### src/rtl/serial_tx_burst.sv
// serial_tx_burst
//   Serialises up to 2**AddressWidth packed words over one UART-style line,
//   followed by an XOR checksum frame. Word count and baud divisor are
//   latched at start; a one-cycle done pulse marks completion.
//
//   Optional feature macro: SERIAL_TX_PARITY_EN
//     defined   -> even-parity bit after the data bits of every frame
//     undefined -> start, data, stop only
//
// Ports:
//   clk      system clock, rising edge
//   rst      synchronous active-high reset
//   ce       start request, accepted when ce=1 and busy=0
//   data     packed words, word i at [i*WordWidth +: WordWidth]
//   length   number of data words minus one
//   divisor  bit period minus one, in clk cycles
//   tx       serial line, idle high
//   busy     burst in progress
//   done     one-cycle pulse at burst completion
module serial_tx_burst #(
  parameter int AddressWidth     = 2,
  parameter int WordWidth        = 8,
  parameter int SerialTimerWidth = 3
) (
  input  logic                                  clk,
  input  logic                                  rst,
  input  logic                                  ce,
  input  logic [(2**AddressWidth)*WordWidth-1:0] data,
  input  logic [AddressWidth-1:0]               length,
  input  logic [SerialTimerWidth-1:0]           divisor,
  output logic                                  tx,
  output logic                                  busy,
  output logic                                  done
);

  localparam int DataWidth   = (2**AddressWidth) * WordWidth;
  localparam int BitCntWidth = $clog2(WordWidth + 1);
  localparam logic [BitCntWidth-1:0] LastBit = BitCntWidth'(WordWidth - 1);

  typedef enum logic [2:0] {
    IDLE,
    START,
    DATA,
`ifdef SERIAL_TX_PARITY_EN
    PARITY,
`endif
    STOP
  } state_t;

  state_t                      state;
  logic [DataWidth-1:0]        data_s;
  logic [AddressWidth-1:0]     len_s;
  logic [SerialTimerWidth-1:0] div_s;
  logic [SerialTimerWidth-1:0] timer;
  logic [BitCntWidth-1:0]      bit_cnt;
  // One extra bit so index length+1 (the checksum frame) is representable.
  logic [AddressWidth:0]       idx;
  logic [WordWidth-1:0]        shreg;
  logic [WordWidth-1:0]        csum;
`ifdef SERIAL_TX_PARITY_EN
  logic                        par;
`endif

  logic [AddressWidth:0]       next_idx;
  logic [AddressWidth:0]       csum_idx;
  logic                        last_frame;
  logic                        next_is_csum;
  logic [WordWidth-1:0]        next_word;

  always_comb begin
    next_idx     = idx + 1'b1;
    csum_idx     = {1'b0, len_s} + 1'b1;
    last_frame   = (idx == csum_idx);
    next_is_csum = (next_idx == csum_idx);
    next_word    = data_s[next_idx[AddressWidth-1:0]*WordWidth +: WordWidth];
  end

  always_ff @(posedge clk) begin
    if (rst) begin
      state   <= IDLE;
      data_s  <= '0;
      len_s   <= '0;
      div_s   <= '0;
      timer   <= '0;
      bit_cnt <= '0;
      idx     <= '0;
      shreg   <= '0;
      csum    <= '0;
`ifdef SERIAL_TX_PARITY_EN
      par     <= 1'b0;
`endif
      tx      <= 1'b1;
      busy    <= 1'b0;
      done    <= 1'b0;
    end else begin
      done <= 1'b0;
      if (state == IDLE) begin
        if (ce && !busy) begin
          // Word 0 enters START on the accept edge: checksum starts as word 0.
          data_s  <= data;
          len_s   <= length;
          div_s   <= divisor;
          timer   <= '0;
          bit_cnt <= '0;
          idx     <= '0;
          shreg   <= data[WordWidth-1:0];
          csum    <= data[WordWidth-1:0];
`ifdef SERIAL_TX_PARITY_EN
          par     <= ^data[WordWidth-1:0];
`endif
          tx      <= 1'b0;
          busy    <= 1'b1;
          state   <= START;
        end
      end else if (timer != div_s) begin
        timer <= timer + 1'b1;
      end else begin
        timer <= '0;
        case (state)
          START: begin
            tx      <= shreg[0];
            shreg   <= shreg >> 1;
            bit_cnt <= '0;
            state   <= DATA;
          end
          DATA: begin
            if (bit_cnt == LastBit) begin
`ifdef SERIAL_TX_PARITY_EN
              tx    <= par;
              state <= PARITY;
`else
              tx    <= 1'b1;
              state <= STOP;
`endif
            end else begin
              bit_cnt <= bit_cnt + 1'b1;
              tx      <= shreg[0];
              shreg   <= shreg >> 1;
            end
          end
`ifdef SERIAL_TX_PARITY_EN
          PARITY: begin
            tx    <= 1'b1;
            state <= STOP;
          end
`endif
          STOP: begin
            if (last_frame) begin
              busy  <= 1'b0;
              done  <= 1'b1;
              state <= IDLE;
            end else begin
              idx   <= next_idx;
              tx    <= 1'b0;
              state <= START;
              if (next_is_csum) begin
                shreg <= csum;
`ifdef SERIAL_TX_PARITY_EN
                par   <= ^csum;
`endif
              end else begin
                shreg <= next_word;
                csum  <= csum ^ next_word;
`ifdef SERIAL_TX_PARITY_EN
                par   <= ^next_word;
`endif
              end
            end
          end
          default: begin
            tx    <= 1'b1;
            busy  <= 1'b0;
            state <= IDLE;
          end
        endcase
      end
    end
  end

endmodule

### config.mk
export PLATFORM = sky130hd
export DESIGN_NAME = serial_tx_burst
export DESIGN_NICKNAME = d
export VERILOG_FILES = /design/src/rtl/serial_tx_burst.sv
export SDC_FILE = /design/constraint.sdc
export NUM_CORES = 1
export LEC_CHECK = 0
export ABC_AREA = 1
export BUFFER_PORTS_ARGS = -buffer_cell sky130_fd_sc_hd__clkbuf_2
export CORE_ASPECT_RATIO = 1.25
export CORE_MARGIN = 10
export CORE_UTILIZATION = 55
export DETAILED_ROUTE_END_ITERATION = 10
export PLACE_DENSITY_LB_ADDON = 0.12
export RECOVER_POWER = 100
export SLEW_MARGIN = 20
export SYNTH_ARGS = -nofsm -noshare
export SYNTH_HDL_FRONTEND = slang
export SYNTH_SLANG_ARGS = --single-unit
### constraint.sdc
create_clock -name clk -period 3.2 [get_ports clk]
set_clock_uncertainty 0.2 [all_clocks]
set_input_delay 0.16 -clock clk [delete_from_list [all_inputs] [get_ports clk]]
set_output_delay 0.16 -clock clk [all_outputs]
set_load 0.02 [all_outputs]
======== Word-level counts from Yosys, hierarchy flattened ========
Cells that the tools add are included.
W data, S select, Z words.
word-level totals
  register bits after elaboration ......... 69
  logic and storage cells ................. 93
cells by class
  add/subtract/negate cells ............... 4
  equality and inequality tests ........... 16
  shift-type cells ........................ 1
  mux-type cells .......................... 42
  bitwise operators ....................... 2
  reductions and logical operators ........ 16
operators by type and width
  kind                   count
  $mux W8                11
  $mux W3                11
  $shiftx A32 B6 Y8      1
  $pmux W8 S3            1
  $mux W4                4
  $ne A3 B3 Y1 const B   4
  $reduce_and A4 Y1      3
  $mux W1                11
  $reduce_and A5 Y1      2
  $pmux W3 S3            1
  $ne A2 B1 Y1 const B   4
  $pmux W4 S2            1
  $xor A8 B8 Y8          1
  $add A3 B1 Y3 const B  2
  $eq A3 B2 Y1 const B   2
  $eq A3 B3 Y1           2
  $reduce_and A3 Y1      2
  $add A4 B1 Y4 const B  1
  $eq A4 B3 Y1 const B   1
  $reduce_bool A4 Y1     1
  $reduce_or A4 Y1       1
  $add A2 B1 Y3 const B  1
  $eq A3 B1 Y1 const B   1
  $logic_not A3 Y1       1
  11 further kinds       11

======== Longest topological paths before layout ========
Gate-level depths: netlist of the first run.
  depth in word-level cells ............... 8
  mapped depth ............................ 13
  gate-level depth less buffers ........... 11

======== Worst setup path before layout of the first run ========
OpenSTA, ideal clock, no wires.
  path type ............................... register to register
  start ................................... register state[0]
  end ..................................... register shreg[1]
  setup time .............................. 0.111 ns
  data arrival time ....................... 1.647 ns
  required time ........................... 2.889 ns
  setup slack ............................. 1.242 ns
  stages on the path, launching flop included .. 11
  path buffers ............................ 2
  period minus slack after synthesis ...... 1.958 ns
  cells stage by stage .................... dfxtp_1 inv_1 ha_1 buf_4 inv_2 nand4_2 nor2_1 buf_2 o21bai_1 nand2_1 nor2_1
on the way
  longest elaborated chain between the ends .. 4
  elaborated cells between the ends (all ways) .. 13
  classes of those cells .................. eq/ne: 7; mux: 3; reduce/logical: 3
RTL lines
  element                                              line  RTL
  from (decl)                                          50    state_t state;
  from (signal assigned)                               80    state <= IDLE;
  from (signal assigned)                               113   state <= START;
  from (signal assigned)                               124   state <= DATA;
  $eq A3 B2 Y1 / $eq A3 B1 Y1 (equally long branches)  119   case (state)
  $pmux W8 S3                                          119
  $mux W8                                              115   end else if (timer != div_s) begin
  $mux W8                                              97    if (state == IDLE) begin
  to (signal assigned)                                 106   shreg <= data[WordWidth-1:0];
  to (signal assigned)                                 122   shreg <= shreg >> 1;
  to (signal assigned)                                 138   shreg <= shreg >> 1;
  to (decl)                                            58    logic [WordWidth-1:0] shreg;
Several ways; a longest one is shown, not always the timed one. The select of a mux whose other input is x is not followed.
A chain may end at the register's enable or synchronous reset.

======== Worst setup path in the final report of the first run ========
  start ................................... register state[1]
  end ..................................... register csum[6]
on the way
  longest elaborated chain between the ends .. 3
  elaborated cells between the ends (all ways) .. 9
  classes of those cells .................. eq/ne: 5; mux: 1; reduce/logical: 3
RTL lines
  element                                                  line     RTL
  $logic_not A3 Y1 / $eq A3 B2 Y1 (equally long branches)  97, 119
  $ne A2 B1 Y1 (no line), or another cell as far along     --
  $reduce_and A5 Y1 (no line)                              --
  to (signal assigned)                                     107      csum <= data[WordWidth-1:0];
  to (signal assigned)                                     163      csum <= csum ^ next_word;
  to (decl)                                                59       logic [WordWidth-1:0] csum;
Several ways; a longest one is shown, not always the timed one.

==> metrics.cfg, run 1 <==
[status]
status=finished, final reports clean

[place]
routabilityCongestion=0.883
placed_cells=674
dpl.hpwl_um=6550
port_buffers=42

[timing]
worstMarginPinSlew_ns=0.679
rsz0062_at_grt=false
fmax_mhz=371
fin_crit_sh_pct=84.3
drv_slew=0
hold_viol=0
finalCriticalPeriod_ns=2.70
maxSlewHeadroom_pct=54.7
setup_viol=0
tns_ns=0

[yosys]
synth.top_cells.by_count=140 x nand2_1, 68 x dfxtp_1, 62 x inv_1
synth_top_area_share_pct=36.8
synth_top_area_cell=dfxtp_1
synth_edf_count=0
ys_types=27
ys.flop_type=dfxtp_1
synthTopCellsByArea=dfxtp_1 37%, nand2_1 14%, a21oi_1 8.3%
syn_area_per_cell_um2=6.53
synth.most_common_cell=nand2_1
synth.cell_area_um2=3690
synth_fp_nets=616
yosysSeqAreaShare_pct=36.8
async_flop_share_pct=0
synth_seq_cells=68
ys_warn_count=0
syn_inst=566

[cts]
cts_hold_buf=38
clock_latency_ns=0.35
cts_root_buffer=clkbuf_8
h-tree-depth=3
numCtsBuffers=9
clkSlewWorstSetupHoldPaths_ns=0.08
cts.sinks=68
cts-resized-gates=0
cts_tree=built
cts_buffer_depth=2
post-cts-setup-buffer-count=0

[global_routing]
grt.busiest_layer=met2
grt_antenna_before_repair=0
grt_max_degree=35
grt_use_met1_pct=21.4
track_usage_pct=18.9
overflow=0
grt_pass1_wl_um=16300
grt_pass1_vias=3631
met3_usage_pct=3.97
gr-usage-met2_pct=32.5

[critical_path]
cp-endpoint=csum[6]$_SDFFE_PP0P_
reg2reg_setup_slack_ns=0.50
crit_required_ns=3.28
reg2reg_to=csum[6]$_SDFFE_PP0P_
cp.arrival_ns=2.77
crit_path_start_kind=register
worstSetupPathType=register to register
critPathCaptureType=register
r2r_start=state[1]$_SDFFE_PP0P_
rr_worst_depth=11
worstPathMaxFanout=16
setup.worst_path.start=state[1]$_SDFFE_PP0P_

[detailed_routing]
drt-total-wl_um=9670
num_vias=3714
drc=0
vias_per_cell=5.10
ant_nets=0
firstDrtPassIters=5
dr.first_iter.drc_count=307
post_drt_wl_per_cell_um=13.3

[die]
ios=43
core_area_um2=6570
fp-row-count=33
dieHeight_um=112
die_x_um=93.3
dieArea_um2=10400
start_util_pct=56.3

[layout]
nNetsFinal=686
final_cells=728
drive_gt1_share_pct=10.9
regArea_um2=1360
multi_input_area_um2=1920
syn_to_final_growth_pct=21.1
diodes=0
post-route-util_pct=68.2
fillers=596

[flow_run]
drv_cap=0

[power]
power.leakage_nw=2.03
power_density_nw_per_um2=877
max-vdd-ir-drop_mv=0.452

[worst_hold_path]
hold_path.class=primary input to register

## routing by layer
layer | wire [µm] | vias to the layer above
li1 | - | 1955
met1 | 4230 | 1671
met2 | 4780 | 72
met3 | 384 | 16
met4 | 271 | 0
met5 | 0 | -
## layout make-up
| class | instances | area share (%) |
|---|---|---|
| clock buffer | 12 | 3.47 |
| clock inverter | 4 | 1.06 |
| inverter | 66 | 5.54 |
| multi-input combinational | 404 | 43.0 |
| sequential | 68 | 30.4 |
| tap | 87 | 2.43 |
| timing repair buffer | 87 | 14.1 |
## cells by family (layout without fill, tap and decap cells)
family	count (synthesis)	in the layout	share of synthesized area (%)
compound gates	126	126	17.8
xor+xnor	4	4	0.948
fa+ha+maj	10	10	3.39
buf+inv	94	169	10.2
flops	68	68	36.8
simple gates	264	264	30.8
## registers in the layout, indices dropped and copies added, names as in the netlist
name / count
bit_cnt: 4
busy: 1
csum: 8
data_s: 32
div_s: 3
done: 1
idx: 3
len_s: 2
shreg: 8
state: 2
timer: 3
tx: 1
## metrics by stage
step	hold WS (ns)	area, µm²	worst slack [ns]	power [mW]
2_1_floorplan	0.0387	3690	1.24	2.84
3_3_place_gp	0.232	3940	0.870	3.19
3_5_place_dp	0.237	3940	0.833	3.23
4_1_cts	0.0318	4520	0.818	4.00
5_1_grt	0.0622	4470	0.282	4.30
6_report	0.0517	4470	0.501	3.92
## worst min path at each step
stage,startpoint,cells after the start,slack [ns],to
6_report,ce,4,0.05,timer[1]$_SDFFE_PP0N_
5_1_grt,ce,4,0.06,timer[1]$_SDFFE_PP0N_
4_1_cts,ce,4,0.03,timer[2]$_SDFFE_PP0N_
3_5_place_dp,data_s[1]$_SDFFE_PP0P_,2,0.24,data_s[1]$_SDFFE_PP0P_
3_3_place_gp,data_s[1]$_SDFFE_PP0P_,2,0.23,data_s[1]$_SDFFE_PP0P_
2_1_floorplan,rst,1,0.04,done$_SDFF_PP0_
## placed cells by master, fill, tap and decap left out, types with 2 or more instances in the layout
cell type,netlist,layout
clkinv_2,0,2
xnor2_1,2,2
nand4_1,1,2
inv_2,4,3
nor4_1,2,2
dfxtp_1,68,68
nor3_1,3,3
nand3_1,53,52
ha_1,10,10
nand2_2,3,2
buf_4,1,4
o21ai_0,55,55
clkbuf_1,14,6
xor2_1,2,2
clkbuf_2,0,40
dlygate4sd3_1,0,38
nor2_1,55,57
a21oi_1,61,62
o21bai_1,8,8
nand2_1,140,141
nand3_2,1,2
inv_1,62,63
clkbuf_8,0,11
nand2_4,2,2
## report_power, final
part / leakage [nW] / internal [mW] / total (mW) / switching [mW]
Combinational: 1.36 / 0.642 / 1.96 / 1.32
Clock: 0.102 / 0.400 / 0.723 / 0.323
Sequential: 0.560 / 1.10 / 1.24 / 0.140
## worst max-delay path, stage by stage (launching register included)
cell	delay [ns]
dfxtp_1	0.35
inv_1	0.12
ha_1	0.35
inv_1	0.21
buf_4	0.25
nand4_1	0.16
nand2_1	0.11
nor2_1	0.39
nand2_4	0.22
nand2_1	0.10
nand2_1	0.05
nor2_1	0.11
Note: power is estimated with default switching activity, not from simulation.
==> run 2, diff against run 1 <==
--- a/config.mk
+++ b/config.mk
@@ -9,7 +9,7 @@
 export BUFFER_PORTS_ARGS = -buffer_cell sky130_fd_sc_hd__clkbuf_2
 export CORE_ASPECT_RATIO = 1.25
 export CORE_MARGIN = 10
-export CORE_UTILIZATION = 55
+export CORE_UTILIZATION = 53
 export DETAILED_ROUTE_END_ITERATION = 10
 export PLACE_DENSITY_LB_ADDON = 0.12
 export RECOVER_POWER = 100
==> constraint.sdc (replaced) <==
create_clock -name clk -period 2.2 [get_ports clk]
set_clock_uncertainty 0.2 [all_clocks]
set_input_delay 0.11 -clock clk [delete_from_list [all_inputs] [get_ports clk]]
set_output_delay 0.11 -clock clk [all_outputs]
set_load 0.02 [all_outputs]
==> run 2 against run 1 <==
Sequential power up 45%. Routed wire length down 2.2%. Sequential cell count unchanged. First-iteration DRC count down 17%. Maximum frequency up 34%. Utilization up 1.1 points. Die area up 3.0%. Critical path type unchanged. Highest routed layer unchanged. Hold slack better by 0.19 ns.
==> metrics.cfg, run 2 (synthesis results as in run 1) <==
[power]
p_switching_mw=2.68  ; +50%
power.leakage_nw=2.11  ; +4.0%
combPwrFrac_pct=51.1  ; +1.1 points
p_seq_share_pct=30.0  ; -1.5 points
power_density_nw_per_um2=1300  ; +48%
intPower_mw=3.33  ; +55%
max-vdd-ir-drop_mv=0.745  ; +65%
total_power_mw=6.01  ; +53%
clkPwrFrac_pct=19.0  ; +0.6 points
swShare_pct=44.6  ; -0.81 points

[detailed_routing]
drc=0  ; unchanged
drt-met1-wl_um=4280  ; +1.2%
num_vias=3724  ; +0.27%
wl_met3_um=513  ; +34%
drt-total-wl_um=9450  ; -2.2%
ant_nets=0  ; unchanged
top_layer=met4
post_drt_wl_per_cell_um=12.8  ; -3.4%
vias_per_cell=5.05  ; -0.96%
met2WireLength_um=4520  ; -5.3%
dr.first_iter.drc_count=254  ; -17%
firstDrtPassIters=5  ; unchanged

[timing]
fmax_mhz=497  ; +34%
whs_ns=0.244  ; +0.192 ns
fin_crit_sh_pct=91.4  ; +7.1 points
fin_ws_ns=0.189  ; -0.312 ns
maxSlewHeadroom_pct=71.2  ; +16 points
drv_slew=0  ; unchanged
rsz0062_at_grt=false
finalCriticalPeriod_ns=2.01  ; -0.688 ns
hold_viol=0  ; unchanged
worstMarginPinSlew_ns=0.428  ; -0.251 ns
tns_ns=0  ; unchanged
setup_viol=0  ; unchanged

[layout]
drive_gt1_share_pct=13.4  ; +2.5 points
largest-register=data_s
multi_input_area_um2=1960  ; +2.0%
regArea_um2=1360  ; unchanged
diodes=0  ; unchanged
layout_commonest_cell=nand2_1
top_regs=data_s: 32 flops, csum: 8 flops, shreg: 8 flops
nNetsFinal=695  ; +1.3%
largest_reg_flops=32  ; unchanged
fillers=558  ; -6.4%
syn_to_final_growth_pct=25.3
post-route-util_pct=69.2  ; +1.1 points
final_cell_mix=140 x nand2_1, 68 x dfxtp_1, 62 x inv_1, 61 x a21oi_1

[cts]
post-cts-setup-buffer-count=0  ; unchanged
cts_root_buffer=clkbuf_8
clkSlewWorstSetupHoldPaths_ns=0.08  ; about the same
numCtsBuffers=9  ; unchanged
clock_latency_ns=0.35  ; about the same
cts_buffer_depth=2  ; unchanged
cts.sinks=68  ; unchanged
cts_tree=built
h-tree-depth=3  ; unchanged

[flow_run]
drv_cap=0  ; unchanged

[critical_path]
cpPeakStageDelay_ns=0.35  ; -0.04 ns
critPathCaptureType=register
crit_required_ns=2.23  ; -1.05 ns
worstPathMaxFanout=20  ; +4
cpMostUsedCell=buf_4
path_delay_family=buffers and inverters
cp.arrival_ns=2.05  ; -0.72 ns
crit_path_start_kind=register
slowest_stage=dfxtp_1
worstSetupPathType=register to register
path_buf_inv=3  ; unchanged
crit_chain=inv_1, ha_1, buf_4, nand3_2, buf_4, o21ai_0, a21oi_1

[place]
dpl.hpwl_um=6480  ; -1.1%
routabilityCongestion=0.870  ; -1.6%
port_buffers=42  ; unchanged
dp_worst_setup_slack_ns=0.131  ; -0.703 ns

[die]
fp-row-count=33  ; unchanged
dieArea_um2=10700  ; +3.0%
core_area_um2=6690  ; +1.9%
dieHeight_um=113  ; +1.5%
start_util_pct=55.2  ; -1.0 points
die_x_um=94.7  ; +1.5%
ios=43  ; unchanged

[global_routing]
track_usage_pct=18.3  ; -0.62 points
grt_antenna_before_repair=0  ; unchanged
overflow=0  ; unchanged
grt_pass1_vias=3608  ; -0.63%
grt_max_degree=56  ; +60%
grt_pass1_wl_um=16400  ; +0.46%

[worst_hold_path]
hold_path.class=register to register

[status]
status=finished, final reports clean

[run 2: worst min-delay path, cell delays in order (launching register included)]
cell and delay [ns]:
dfxtp_1 0.31, inv_1 0.05, a21oi_1 0.05
[run 2: cell type report]
type	count	area share, %
multi-input cells	404	42.4
flip-flops and latches	68	29.4
repair buffers	96	15.9
inverters	66	5.35
clock buffers	10	2.76
well taps	87	2.35
clock inverters	6	1.89
[run 2: stage by stage]
stage | std cells | instance area, µm²
global route | 737 | 4630
global placement | 682 | 4040
CTS | 737 | 4640
finish | 737 | 4630
detailed placement | 682 | 4040
floorplan | 566 | 3690
[run 2: power groups by stage]
stage	clock (mW)	combinational, mW	sequential [mW]
2_1_floorplan	0	2.34	1.79
3_3_place_gp	0	2.97	1.81
3_5_place_dp	0	3.01	1.83
4_1_cts	1.16	3.08	1.80
5_1_grt	1.20	3.52	1.84
6_report	1.14	3.07	1.80
[run 2: final timing paths]
check                                            start                     end  slack (ns)  cells after the start
worst max-delay path             state[1]$_SDFFE_PP0P_  data_s[5]$_SDFFE_PP0P_        0.19                      7
worst min-delay path            data_s[7]$_SDFFE_PP0P_  data_s[7]$_SDFFE_PP0P_        0.24                      2
worst max register to register   state[1]$_SDFFE_PP0P_  data_s[5]$_SDFFE_PP0P_        0.19                      7
worst min register to register  data_s[7]$_SDFFE_PP0P_  data_s[7]$_SDFFE_PP0P_        0.24                      2
[run 2: repair_timing]
action / 4_1_cts / 5_1_grt
hold buffers: 39 / 0
resized for setup: 0 / 2
hold endpoints to repair: 64 / 0
endpoints found under the setup margin: 0 / 5
[run 2: metal layers]
layer	global-route usage [%]	up-vias
li1	-	1972
met1	22.6	1647
met2	30.0	96
met3	5.16	9
met4	5.50	0
met5	0	-
==> run 3, diff against run 2 <==
--- a/config.mk
+++ b/config.mk
@@ -5,12 +5,12 @@
 export SDC_FILE = /design/constraint.sdc
 export NUM_CORES = 1
 export LEC_CHECK = 0
-export ABC_AREA = 1
 export BUFFER_PORTS_ARGS = -buffer_cell sky130_fd_sc_hd__clkbuf_2
 export CORE_ASPECT_RATIO = 1.25
 export CORE_MARGIN = 10
-export CORE_UTILIZATION = 53
+export CORE_UTILIZATION = 52
 export DETAILED_ROUTE_END_ITERATION = 10
+export MAX_ROUTING_LAYER = met4
 export PLACE_DENSITY_LB_ADDON = 0.12
 export RECOVER_POWER = 100
 export SLEW_MARGIN = 20
==> run 3 against run 2 <==
Final area grew 4.7%. Routed wire length up 5.5%. Critical path depth stayed put. Critical path type unchanged. Critical endpoint is now shreg[6]$_SDFFE_PP0P_. Highest routed layer unchanged.
==> metrics.cfg, run 3 <==
[status]
status=finished, final reports clean

[critical_path]
worstSetupPathType=register to register
rr_worst_depth=7  ; unchanged
crit_required_ns=2.26  ; +0.03 ns
reg2reg_to=shreg[6]$_SDFFE_PP0P_
r2r_start=div_s[1]$_SDFFE_PP0P_
crit_path_start_kind=register
reg2reg_setup_slack_ns=0.002  ; -0.19 ns
cp.arrival_ns=2.26  ; +0.21 ns
setup.worst_path.start=div_s[1]$_SDFFE_PP0P_
critPathCaptureType=register
worstPathMaxFanout=8  ; -60%

[yosys]
synth_seq_cells=68  ; unchanged
synth_mux_area_share_pct=12.1  ; +12 points
synth.top_cells.by_count=97 x nand2_1, 68 x dfxtp_1, 45 x a21oi_1
synth_top_family_by_area=simple AND/OR/NAND/NOR gates
synth_xor_area_share_pct=3.10  ; +2.1 points
synthTopCellsByArea=dfxtp_1 38%, nand2_1 10%, a21oi_1 6.3%
syn_area_per_cell_um2=8.51  ; +30%
async_flop_share_pct=0  ; unchanged
synth-simple-area-share_pct=20.1  ; -11 points
ys_warn_count=0  ; unchanged
synth_top_area_cell=dfxtp_1
synth.most_common_cell=nand2_1
syn_inst=418  ; -26%
yosysSeqAreaShare_pct=38.3  ; +1.4 points
synth_fp_nets=468  ; -24%
ys.flop_type=dfxtp_1
synth_top_area_share_pct=38.3  ; +1.4 points
synth_compound_area_share_pct=18.4  ; +0.62 points
synthAdderAreaFrac_pct=3.52  ; +0.13 points
ys_types=51  ; +89%
synth.cell_area_um2=3560  ; -3.7%
synth_edf_count=0  ; unchanged

[layout]
final_cell_mix=97 x nand2_1, 62 x dfxtp_1, 45 x a21oi_1, 40 x clkbuf_2, 40 x buf_4
top_regs=data_s: 32 flops, csum: 8 flops, shreg: 8 flops
layout_commonest_cell=nand2_1
final_cells=617  ; -16%
diodes=0  ; unchanged
nNetsFinal=575  ; -17%
drive_gt1_share_pct=27.0  ; +14 points
largest-register=data_s
fillers=505  ; -9.5%
largest_reg_flops=32  ; unchanged
syn_to_final_growth_pct=36.3

[place]
dpl.hpwl_um=6510  ; +0.38%
routabilityCongestion=0.887  ; +2.0%
placed_cells=549  ; -20%
port_buffers=42  ; unchanged

[power]
total_power_mw=7.05  ; +17%
power.leakage_nw=1.98  ; -5.9%
max-vdd-ir-drop_mv=0.734  ; -1.5%
power_density_nw_per_um2=1450  ; +12%

[die]
fp-row-count=33  ; unchanged
die_x_um=94.0  ; -0.74%
dieHeight_um=112  ; -0.78%
start_util_pct=53.8  ; -1.4 points
ios=43  ; unchanged
dieArea_um2=10600  ; -1.5%
core_area_um2=6610  ; -1.2%

[timing]
worstMarginPinSlew_ns=0.442  ; +0.0137 ns
tns_ns=0  ; unchanged
maxSlewHeadroom_pct=70.3  ; -0.88 points
fmax_mhz=455  ; -8.5%
setup_viol=0  ; unchanged
fin_crit_sh_pct=99.9  ; +8.5 points
drv_slew=0  ; unchanged
finalCriticalPeriod_ns=2.20  ; +0.187 ns
rsz0062_at_grt=true
hold_viol=0  ; unchanged

[detailed_routing]
vias_per_cell=5.63  ; +11%
drc=0  ; unchanged
post_drt_wl_per_cell_um=16.2  ; +26%
dr.first_iter.drc_count=393  ; +55%
firstDrtPassIters=6  ; +1
drt-total-wl_um=9970  ; +5.5%
ant_nets=0  ; unchanged
num_vias=3471  ; -6.8%

[cts]
h-tree-depth=3  ; unchanged
clkSlewWorstSetupHoldPaths_ns=0.08  ; about the same
cts_root_buffer=clkbuf_8
cts_buffer_depth=2  ; unchanged
cts.sinks=68  ; unchanged
clock_latency_ns=0.35  ; about the same
cts_tree=built
numCtsBuffers=9  ; unchanged

[global_routing]
track_usage_pct=19.5  ; +1.2 points
overflow=0  ; unchanged
grt_pass1_wl_um=16500  ; +0.81%
grt_antenna_before_repair=0  ; unchanged
grt_max_degree=50  ; -11%
grt_pass1_vias=3392  ; -6.0%

[worst_hold_path]
holdPathStages=2  ; unchanged
hold_path_end=len_s[0]$_SDFFE_PP0P_
hold_path.class=primary input to register
hold_path_startpoint=rst

[flow_run]
drv_cap=0  ; unchanged

==> run 3: cell types whose count changed after synthesis, moves of 16 or more <==
cell	change
nand3_1	-50
a21oi_1	-16
mux2i_1	+17
nand2_1	-43
inv_1	-57
o21ai_0	-49
nor2_1	-21
==> run 3: per-layer routing <==
metal  vias up  part of all wire (%)  track usage (%)
met5         -                     0                -
met3        17                   3.6             4.73
met4         0                   1.5             5.38
met2        88                    51             32.1
met1      1666                    44             23.0
li1       1700                     -                -
==> run 3: critical path, stage by stage (launching register included) <==
cell and delay, ns:
dfxtp_4 0.37, xor2_4 0.19, o41a_1 0.48, a311oi_4 0.36, buf_12 0.17, buf_4 0.10, nor2_2 0.03, a311oi_2 0.22
==> run 3: cell type report <==
type / instances / area [µm²] / share of cell area (%)
clock buffers: 9 / 124 / 2.55
clock inverters: 7 / 98.8 / 2.04
inverters: 6 / 22.5 / 0.465
multi-input cells: 314 / 2150 / 44.4
flip-flops and latches: 68 / 1370 / 28.3
well taps: 87 / 109 / 2.25
repair buffers: 126 / 970 / 20.0
==> run 3: how the worst max path moves through the flow <==
stage / depth (start not counted) / endpoint / slack, ns
CTS: 8 / shreg[6]$_SDFFE_PP0P_ / 0.0009
finish: 7 / shreg[6]$_SDFFE_PP0P_ / 0.002
detailed placement: 8 / shreg[2]$_SDFFE_PP0P_ / -0.06
global route: 8 / bit_cnt[2]$_SDFFE_PP0P_ / -0.10
global placement: 8 / bit_cnt[1]$_SDFFE_PP0P_ / 0.03
floorplan: 8 / shreg[6]$_SDFFE_PP0P_ / 0.009
==> run 3: logic make-up after synthesis <==
family	count (synthesis)
fa+ha+maj	10
flops	68
buf+inv	37
simple gates	164
xor+xnor	11
mux	32
compound gates	96
==> run 3: stage by stage <==
stage | utilization, % | worst slack [ns] | cell area, µm² | hold slack (ns)
final | 73.4 | 0.00223 | 4850 | 0.0202
after global routing | 73.4 | -0.103 | 4850 | 0.0400
after CTS | 71.3 | 0.000874 | 4710 | 0.00303
after detailed placement | 60.9 | -0.0581 | 4030 | 0.139
after global placement | 60.9 | 0.0257 | 4030 | 0.133
after floorplan | - | 0.00925 | 3570 | 0.0460
==> run 3: timing repair <==
| action | 4_1_cts | 5_1_grt |
|---|---|---|
| pin swaps | 4 | 11 |
| hold endpoints to repair | 48 | 0 |
| buffers inserted | 6 | 7 |
| setup endpoints to repair | 8 | 14 |
| resized for setup | 8 | 21 |
| hold buffers | 38 | 0 |
| cloned | 0 | 1 |
==> run 3: where the power goes <==
group | total, mW | internal [mW] | switching (mW)
sequential | 1.79 | 1.57 | 0.225
clock | 1.16 | 0.644 | 0.517
combinational | 4.09 | 1.95 | 2.14
